$ cat src/rtl/fantasy_pkg.sv
// Shared definitions for the output-mode control path: mode codes,
// sequencer FSM encoding and the status LED mapping.
package fantasy_pkg;

   typedef logic [2:0] mode_t;

   localparam mode_t DIRECT    = 3'd0;
   localparam mode_t INV       = 3'd1;
   localparam mode_t BLK_DARK  = 3'd2;
   localparam mode_t BLK_LIGHT = 3'd3;

   typedef enum logic [1:0] {
      ST_IDLE = 2'd0,   // target equals committed mode, no lockout
      ST_PEND = 2'd1,   // target differs, waiting for the next frame tick
      ST_LOCK = 2'd2    // post-switch lockout, counting frames down
   } state_t;

   // LED layout {inv, cycle, pending, block}
   function automatic logic [3:0] led_enc(mode_t m, logic c, logic p);
      logic [3:0] led;
      case (m)
         DIRECT:    led = {1'b0, c, p, 1'b0};
         INV:       led = {1'b1, c, p, 1'b0};
         BLK_DARK:  led = {1'b0, c, p, 1'b1};
         BLK_LIGHT: led = {1'b1, c, p, 1'b1};
         default:   led = {1'b0, c, p, 1'b0};
      endcase
      return led;
   endfunction

endpackage

$ cat src/rtl/mode_sequencer_if.sv
// Button / vsync inputs and mode / status outputs of the mode sequencer.
interface mode_sequencer_if;
   import fantasy_pkg::*;

   logic        vs_i;
   logic [3:0]  press_i;
   logic        hold_override_i;
   mode_t       mode_o;
   mode_t       mode_x_o;
   logic        pending_o;
   logic        cycle_o;
   logic [3:0]  led_o;

   modport master (
      output vs_i, press_i, hold_override_i,
      input  mode_o, mode_x_o, pending_o, cycle_o, led_o
   );

   modport slave (
      input  vs_i, press_i, hold_override_i,
      output mode_o, mode_x_o, pending_o, cycle_o, led_o
   );

endinterface

$ cat src/rtl/frame_tick.sv
// Vsync rising-edge detector. The history flop resets high so a vsync
// that is already high when reset releases does not produce a tick.
module frame_tick (
   input  logic clk_i,
   input  logic rst_n,
   input  logic vs_i,
   output logic tick_o
);

   logic vs_q;

   // Remember last cycle's vsync level.
   always_ff @(posedge clk_i or negedge rst_n) begin
      if (!rst_n) vs_q <= 1'b1;
      else        vs_q <= vs_i;
   end

   assign tick_o = vs_i & ~vs_q;

endmodule

$ cat src/rtl/mode_sequencer.sv
// Frame-synchronous display mode sequencer: buttons edit a target mode,
// which is committed only on a vsync tick, followed by a frame lockout.
// An optional auto-cycle steps the target every CYCLE_FRAMES frames.
module mode_sequencer
   import fantasy_pkg::*;
#(
   parameter int unsigned MIN_FRAMES   = 4,
   parameter int unsigned CYCLE_FRAMES = 120,
   parameter mode_t       RESET_MODE   = BLK_DARK
) (
   input  logic             vout_clk_i,
   input  logic             rst_n,
   mode_sequencer_if.slave  bus
);

   localparam int FW = $clog2(CYCLE_FRAMES);
   localparam int LW = (MIN_FRAMES == 0) ? 1 : $clog2(MIN_FRAMES + 1);
   localparam logic [FW-1:0] FCNT_LAST = FW'(CYCLE_FRAMES - 1);
   localparam logic [LW-1:0] LCNT_INIT = LW'(MIN_FRAMES);
   localparam logic [1:0]    RST_MODE2 = RESET_MODE[1:0];

   logic          tick;
   logic          wrap;
   logic          p_blk, p_inv;
   state_t        state_q, state_d;
   logic [1:0]    tgt_q, tgt_d;
   logic [1:0]    mode_q, mode_d;
   logic          cyc_q, cyc_d;
   logic [FW-1:0] fcnt_q, fcnt_d;
   logic [LW-1:0] lcnt_q, lcnt_d;
   logic          pend_q;
   logic [3:0]    led_q;
   logic          unused_press0;

   assign unused_press0 = bus.press_i[0];
   assign p_blk = bus.press_i[1];
   assign p_inv = bus.press_i[2];

   frame_tick u_tick (
      .clk_i  (vout_clk_i),
      .rst_n  (rst_n),
      .vs_i   (bus.vs_i),
      .tick_o (tick)
   );

   // Target, auto-cycle enable and frame counter next-state.
   always_comb begin
      wrap  = tick & (fcnt_q == FCNT_LAST);
      cyc_d = cyc_q ^ bus.press_i[3];
      // A manual mode change takes the sequencer out of demo mode.
      if (cyc_q & (p_blk | p_inv)) cyc_d = 1'b0;

      fcnt_d = fcnt_q;
      if (cyc_d & ~cyc_q) fcnt_d = '0;
      else if (tick)      fcnt_d = wrap ? '0 : fcnt_q + FW'(1);

      tgt_d = tgt_q;
      if (p_blk | p_inv)     tgt_d = tgt_q ^ {p_blk, p_inv};
      else if (wrap & cyc_q) tgt_d = tgt_q + 2'd1;
   end

   // Commit FSM: commits the pre-update target on a tick, then locks out.
   always_comb begin
      state_d = state_q;
      mode_d  = mode_q;
      lcnt_d  = lcnt_q;
      case (state_q)
         ST_IDLE: begin
            if (tgt_d != mode_q) state_d = ST_PEND;
         end
         ST_PEND: begin
            if (tick) begin
               mode_d = tgt_q;
               if (MIN_FRAMES > 0) begin
                  lcnt_d  = LCNT_INIT;
                  state_d = ST_LOCK;
               end else begin
                  state_d = (tgt_d != tgt_q) ? ST_PEND : ST_IDLE;
               end
            end else if (tgt_d == mode_q) begin
               state_d = ST_IDLE;
            end
         end
         ST_LOCK: begin
            if (tick) begin
               lcnt_d = lcnt_q - LW'(1);
               if (lcnt_q == LW'(1))
                  state_d = (tgt_d != mode_q) ? ST_PEND : ST_IDLE;
            end
         end
         default: state_d = ST_IDLE;
      endcase
   end

   // State registers; status flags lag the target by one cycle.
   always_ff @(posedge vout_clk_i or negedge rst_n) begin
      if (!rst_n) begin
         state_q <= ST_IDLE;
         tgt_q   <= RST_MODE2;
         mode_q  <= RST_MODE2;
         cyc_q   <= 1'b0;
         fcnt_q  <= '0;
         lcnt_q  <= '0;
         pend_q  <= 1'b0;
         led_q   <= led_enc(RESET_MODE, 1'b0, 1'b0);
      end else begin
         state_q <= state_d;
         tgt_q   <= tgt_d;
         mode_q  <= mode_d;
         cyc_q   <= cyc_d;
         fcnt_q  <= fcnt_d;
         lcnt_q  <= lcnt_d;
         pend_q  <= (tgt_q != mode_q);
         led_q   <= led_enc({1'b0, mode_q}, cyc_q, tgt_q != mode_q);
      end
   end

   assign bus.mode_o    = {1'b0, mode_q};
   assign bus.mode_x_o  = bus.hold_override_i ? DIRECT : {1'b0, mode_q};
   assign bus.pending_o = pend_q;
   assign bus.cycle_o   = cyc_q;
   assign bus.led_o     = led_q;

endmodule
$ cat src/flat_wrapper.sv
// flat-port wrapper written by rule: the top's interface ports become plain ports
module mode_sequencer_flat import fantasy_pkg::*;
#(
   parameter int unsigned MIN_FRAMES   = 4,
   parameter int unsigned CYCLE_FRAMES = 120,
   parameter mode_t       RESET_MODE   = BLK_DARK
)
  (vout_clk_i, rst_n, bus_vs_i, bus_press_i, bus_hold_override_i, bus_mode_o, bus_mode_x_o, bus_pending_o, bus_cycle_o, bus_led_o);
  mode_sequencer_if bus_i ();
  input  logic vout_clk_i;
  input  logic rst_n;
  input wire logic [$bits(bus_i.vs_i)-1:0] bus_vs_i;
  input wire logic [$bits(bus_i.press_i)-1:0] bus_press_i;
  input wire logic [$bits(bus_i.hold_override_i)-1:0] bus_hold_override_i;
  output wire logic [$bits(bus_i.mode_o)-1:0] bus_mode_o;
  output wire logic [$bits(bus_i.mode_x_o)-1:0] bus_mode_x_o;
  output wire logic [$bits(bus_i.pending_o)-1:0] bus_pending_o;
  output wire logic [$bits(bus_i.cycle_o)-1:0] bus_cycle_o;
  output wire logic [$bits(bus_i.led_o)-1:0] bus_led_o;
  assign bus_i.vs_i = bus_vs_i;
  assign bus_i.press_i = bus_press_i;
  assign bus_i.hold_override_i = bus_hold_override_i;
  assign bus_mode_o = bus_i.mode_o;
  assign bus_mode_x_o = bus_i.mode_x_o;
  assign bus_pending_o = bus_i.pending_o;
  assign bus_cycle_o = bus_i.cycle_o;
  assign bus_led_o = bus_i.led_o;
  mode_sequencer #(.MIN_FRAMES(MIN_FRAMES), .CYCLE_FRAMES(CYCLE_FRAMES), .RESET_MODE(RESET_MODE)) u_core (.vout_clk_i(vout_clk_i), .rst_n(rst_n), .bus(bus_i));
endmodule
$ cat config.mk
export PLATFORM = sky130hd
export DESIGN_NAME = mode_sequencer_flat
export DESIGN_NICKNAME = d
export VERILOG_FILES = /design/src/rtl/fantasy_pkg.sv /design/src/rtl/mode_sequencer_if.sv /design/src/rtl/frame_tick.sv /design/src/rtl/mode_sequencer.sv /design/src/flat_wrapper.sv
export SDC_FILE = /design/constraint.sdc
export NUM_CORES = 1
export LEC_CHECK = 0
export BUFFER_PORTS_ARGS = -buffer_cell sky130_fd_sc_hd__buf_4
export CORE_MARGIN = 2
export CORE_UTILIZATION = 30
export DETAILED_ROUTE_END_ITERATION = 7
export PLACE_DENSITY = 0.55
export RECOVER_POWER = 100
export SLEW_MARGIN = 20
export SYNTH_ARGS = -nofsm -noshare
export SYNTH_HDL_FRONTEND = slang
export SYNTH_SLANG_ARGS = --single-unit
$ cat constraint.sdc
create_clock -name vout_clk_i -period 1.99 [get_ports vout_clk_i]
set_input_delay 0 -clock vout_clk_i [delete_from_list [all_inputs] [get_ports vout_clk_i]]
set_output_delay 0 -clock vout_clk_i [all_outputs]
set_load 0.005 [all_outputs]
# Word level (Yosys, flattened, before mapping)
# Index checks and enable logic that the tools add are counted.
# totals
wordCells	62
reg_bits	23
out_inout_bits	12
input_bits	8
# classes
n_reduce_logical	7
n_eq_ne	15
n_mux	18
add_sub_neg	3
bitwise_logic	10
# op_table
cell	count
$mux W7	3
$mux W2	8
$pmux W4 S4	1
$ne A2 B1 Y1 const B	4
$add A7 B1 Y7 const B	1
$eq A7 B7 Y1 const B	1
$eq A2 B2 Y1 const B	3
$mux W3	2
$pmux W2 S3	1
$pmux W3 S2	1
$and A1 B1 Y1	5
$eq A2 B1 Y1 const B	2
$logic_not A2 Y1	2
$ne A2 B2 Y1	2
$reduce_and A4 Y1	1
$reduce_bool A2 Y1	2
$eq A3 B1 Y1 const B	1
$ne A3 B1 Y1 const B	1
$reduce_and A3 Y1	1
$sub A3 B1 Y3 const B	1
$add A2 B1 Y2 const B	1
$eq A2 B2 Y1	1
$mux W1	2
$not A1 Y1	2
4 further kinds	4

# Logic depth before layout (Yosys ltp)
# depth
depth_word	11
depth_mapped	7
mapped_depth_nobuf	7

# By module
# A second synthesis with hierarchy kept.
# hier_totals
cells_unflattened	105
area_unflattened_um2	1121.1
# by_module_without_submodules
module	cells_each	area_each_um2	seq_area_each_um2	n_inst
mode_sequencer	103	1081.0	529.3	1
frame_tick	2	40.0	26.3	1

# Worst setup path before layout
# OpenSTA, ideal clock, no wires.
# synth_path
kind	register -> register
start	reg u_core.fcnt_q[0]
end	reg u_core.state_q[1]
path_stages_with_launch	7
t_required_ns	1.863
setup_time_ns	0.127
arrival_ns	1.446
synth_period_minus_slack_ns	1.573
n_path_buf	0
setup_slack_ns	0.417
cell_sequence	dfrtp_1 -> ha_1 -> and4_2 -> a41oi_4 -> xnor2_1 -> nand2_1 -> mux2i_1
# synth_via
elab_chain_len	8
word_cells_on_any_way	10
classes_between	eq/ne (5); mux (2); bitwise (2); reduce/logical (1)
# synth_rtl
element	line	source
start: declaration	mode_sequencer.sv:29	logic [FW-1:0] fcnt_q, fcnt_d;
start signal: assignment	mode_sequencer.sv:111	fcnt_q <= fcnt_d;
$eq A7 B7 Y1 *	mode_sequencer.sv:48	wrap = tick & (fcnt_q == FCNT_LAST);
$and A1 B1 Y1 *	mode_sequencer.sv:48	
$and A1 B1 Y1 *	mode_sequencer.sv:59	else if (wrap & cyc_q) tgt_d = tgt_q + 2'd1;
$mux W2 *	mode_sequencer.sv:59	
$mux W2 *	mode_sequencer.sv:58	if (p_blk | p_inv) tgt_d = tgt_q ^ {p_blk, p_inv};
$eq A2 B2 Y1 / $ne A2 B2 Y1 (equally long branches)	mode_sequencer.sv:80, mode_sequencer.sv:69	
$ne A3 B1 Y1 (no source line) / $ne A2 B1 Y1 (equally long branches)	-	
$reduce_and A4 Y1 (no source line) *	-	
end signal: assignment	mode_sequencer.sv:107	state_q <= state_d;
end: declaration	mode_sequencer.sv:25	state_t state_q, state_d;
# Mark *: on every way between the ends. The rest lies on a longest branch, timed or not.
# A chain may end at the register's enable or synchronous reset.

# Final worst setup path
# layout_path
start	reg u_core.fcnt_q[0]
end	reg u_core.state_q[0]
# layout_via
elab_chain_len	10
word_cells_on_any_way	14
classes_between	eq/ne (5); mux (6); bitwise (2); reduce/logical (1)
# layout_rtl
element	line	source
$eq A7 B7 Y1 *	mode_sequencer.sv:48	
$and A1 B1 Y1 *	mode_sequencer.sv:48	
$and A1 B1 Y1 *	mode_sequencer.sv:59	
$mux W2 *	mode_sequencer.sv:59	
$mux W2 *	mode_sequencer.sv:58	
$ne A2 B2 Y1	mode_sequencer.sv:69, mode_sequencer.sv:88	
$mux W1	mode_sequencer.sv:88	state_d = (tgt_d != mode_q) ? ST_PEND : ST_IDLE;
$mux W2	mode_sequencer.sv:87	if (lcnt_q == LW'(1))
$mux W2	mode_sequencer.sv:85	if (tick) begin
$pmux W2 S3	mode_sequencer.sv:67	case (state_q)
# Mark *: on every way between the ends. The rest lies on a longest branch, timed or not. The select of a mux whose other input is x is not followed.

==> key figures <==
Power and ir drop
  • Max VDD drop: roughly 0.75 mV
  • Pwr/cell area: 1220 nW/um^2
  • Sw power: just over 600 uW
  • Static Leakage: 0.000627 uW
  • Sequential share of power: 42.3%
  • Combinational group share of total power: 41.9%
  • Clock share of power: 15.8%
  • Power Internal: 1140 uW
  • Switch share: about a third

STA
  • Worst Tran Pin Value: 1180 ps
  • Count of pins over their slew limit: 0
  • Maximum clock rate: 572 MHz
  • Final hold vios: 0
  • Final period util: 87.8%
  • Final setup skew: between 5 and 6 ps
  • Relative slew slack: 21.5%
  • Final Critical Period: 1750 ps
  • Setup tns final: 0 ps
  • Endpoints failing setup: 0
  • RSZ-0062 raised after global routing: false

Synth
  • Largest family of logic cells by synthesized area: simple AND/OR/NAND/NOR gates
  • Ys Warns: 0
  • Post-synthesis cell type count: 38
  • Mux cell area share after synthesis: under 10%
  • Compound-gate portion of the synthesized area: between 10% and 20%
  • Top-area cell type share of the netlist area: 35.9%
  • Async S/R FF share, synth: 100%
  • Largest cells by area after synthesis: dfrtp_1 (36%), dfstp_2 (8.4%), ha_1 (8.0%)
  • Adder-Cell Fraction of Synth Area: under 10%
  • Mapped Area: 1250 um^2
  • Xor/xnor share of the synthesized area: 6.28%
  • Top_reg_cell synth: dfrtp_1
  • Count of state elements after synthesis: 22
  • Post-synthesis sequential area ratio: 44.3%
  • Post-Synthesis Cells: 117
  • Synth area leader: dfrtp_1
  • Mean Syn Cell Area: 10.7 um^2
  • Simple logic cell fraction of the synthesized area: ~17%
  • Post-synth EDFFs: 0

Critical path
  • Worst r2r path cells: 6
  • Arrival @ worst endpoint: between 1500 and 2000 ps
  • Crit start category: flip-flop
  • WP data required: ~2100 ps
  • CP Capture Type: flip-flop
  • Critical-path maximum fanout: 5
  • WS Path Type: reg2reg

Finish
  • Multi-input logic area: 612 um^2
  • Final net count: 152
  • Antenna diode count: 0
  • Non-Filler Instances: 185
  • Area growth, synth to finish: 14.5%
  • Fraction of layout cells with a size suffix above 1: 18.5%
  • Sequential cell area: about 560 um^2
  • Fillers: 404

Place
  • I/O Buffers: 16
  • GPL Wtd Cong: around 0.79
  • Placed Cells: around 180
  • Detailed placer's ending HPWL: 1620 um

Die
  • Initial core utilization: 31.4%
  • IO Pins: 20
  • Core Area: 4000 um^2
  • Die W: 68.7 um
  • # rows: 23
  • DIE AREA: 4720 um^2
  • Die height: just under 70 um

Detailed routing
  • Routed Antenna Nets: 0
  • DRC: 0
  • Vias per cell: 4.82
  • Routed length per placed instance: 11.9 um
  • DR iter-0 viols: 38
  • Routed via count: 891
  • Total wire length: between 2000 and 2500 um
  • Drt pass-1 iters: 4

Clock tree
  • Root Driver: clkbuf_8
  • CTS tree: built
  • Clock-pin transition on the worst setup and hold timing paths: 80 ps
  • Sink Count: 22
  • Setup Buffers After CTS: 0
  • Number of buffers created by CTS: 3
  • # H-tree levels: 1
  • Resize count post-CTS: 0
  • Clk Latency, worst-skew pair: approximately 250 ps
  • CTS Buffer Depth: 2

Status
  • Status: completed

GRT
  • Largest net degree at the start of global routing: 23
  • GRT overflow: 0
  • Vias in the first global route: 898
  • First-pass GRT wire length: 3910 um
  • Total GRT Usage: 10.9%
  • Initial antenna violation count: 0

Run
  • Max cap viols: 0

Hold path
  • Hold depth: 3
  • Tightest Hold Check Type: in2reg
## layer usage
| layer | vias up | global-route usage [%] | share of wire, % |
|---|---|---|---|
| met5 | - | 0 | 0 |
| met3 | 2 | 1.79 | 3.0 |
| met4 | 0 | 3.75 | 0.77 |
| met1 | 436 | 15.5 | 52 |
| li1 | 438 | - | - |
| met2 | 15 | 16.7 | 44 |
## per-stage QoR
stage               cell area [um^2]  hold slack [ps]  util (%)  setup slack (ps)  power (uW)
floorplan                       1260             -296         -               417        1280
global placement                1400            -96.5      35.0               312        1510
detailed placement              1400            -91.2      35.0               295        1520
CTS                             1480             6.16      36.9               275        1810
global route                    1440             6.97      35.9              91.1        1930
finish                          1440             10.1      35.9               243        1750
## power by group through the flow
stage	registers [uW]	logic, uW	clock network (uW)
2_1_floorplan	739	537	0
3_3_place_gp	755	755	0
3_5_place_dp	761	760	0
4_1_cts	755	769	290
5_1_grt	767	850	310
6_report	743	735	277
## worst max-delay path, cell delays in order, from the launching register on
cell     delay [ps]
dfrtp_1         430
ha_1            250
and4_1          210
a41oi_1         340
xnor2_1         160
nand2_1         120
mux2i_1         130
## path summary, 6_finish.rpt
path,to,startpoint,slack (ps)
max in group asynchronous,u_core.lcnt_q[1],rst_n,790
worst max register to register,u_core.state_q[0],u_core.fcnt_q[0],240
worst max-delay path,u_core.state_q[0],u_core.fcnt_q[0],240
worst min-delay path,u_core.tgt_q[1],bus_press_i[1],10
min in group asynchronous,u_core.bus.led_o[2],rst_n,500
worst min register to register,u_core.bus.led_o[0],u_core.mode_q[1],430
## layout make-up
type	count	area share [%]
multi-input cells	84	42.6
flip-flops and latches	22	38.7
well taps	50	4.36
inverters	6	1.57
clock buffers	4	3.14
repair buffers	19	9.67
## synth_stat cells (2+ instances only)
master	number
dfrtp_1	18
nand2_1	9
ha_1	8
nor2_1	8
o21ai_0	8
inv_1	6
xnor2_1	6
dfstp_2	4
a21oi_1	3
buf_4	3
mux2i_1	3
nand3_1	3
nor2b_1	3
xor2_1	3
a22o_1	2
and4bb_2	2
clkbuf_1	2
mux2_2	2
nand2b_1	2
o2111ai_1	2
o22ai_1	2
o31a_1	2
## what timing repair did
item                                    CTS  global route
hold buffers                              3             0
endpoints found under the setup margin    0             0
endpoints found under the hold margin    24             0
## cells in the final DEF, fill, tap and decap left out, types with 2 or more instances in the layout
master / synthesis / layout
dfstp_2: 4 / 2
inv_1: 6 / 6
nand2b_1: 2 / 2
mux2i_1: 3 / 3
ha_1: 8 / 8
a22o_1: 2 / 2
nor2_1: 8 / 8
nand2_1: 9 / 10
xnor2_1: 6 / 6
nand3_1: 3 / 3
a21oi_1: 3 / 3
clkbuf_1: 2 / 4
o22ai_1: 2 / 2
xor2_1: 3 / 3
o31a_1: 2 / 2
buf_4: 3 / 4
dfstp_1: 0 / 2
nor2b_1: 3 / 3
conb_1: 1 / 2
mux2_2: 2 / 2
dfrtp_1: 18 / 18
clkbuf_8: 0 / 3
o21ai_0: 8 / 8
clkbuf_4: 0 / 9
o2111ai_1: 2 / 2
dlygate4sd3_1: 0 / 3
and4bb_2: 2 / 2
## cell families (layout without fill, tap and decap cells)
family,Yosys count,after routing
flip-flops,22,22
multiplexers,5,5
AO/OA/AOI/OAI,24,24
adder cells (fa/ha/maj),8,8
AND/OR/NAND/NOR,36,36
XOR/XNOR,9,9
buffers and inverters,12,29
other,1,2
## sequential cells by signal, summed over array words and instances (netlist names)
register / flops
u_core.mode_q: 2
u_core.fcnt_q: 7
u_core.state_q: 2
u_core.u_tick.vs_q: 1
u_core.lcnt_q: 3
u_core.bus.cycle_o: 1
u_core.tgt_q: 2
u_core.bus.led_o: 4
(Power assumes the default switching activity.)
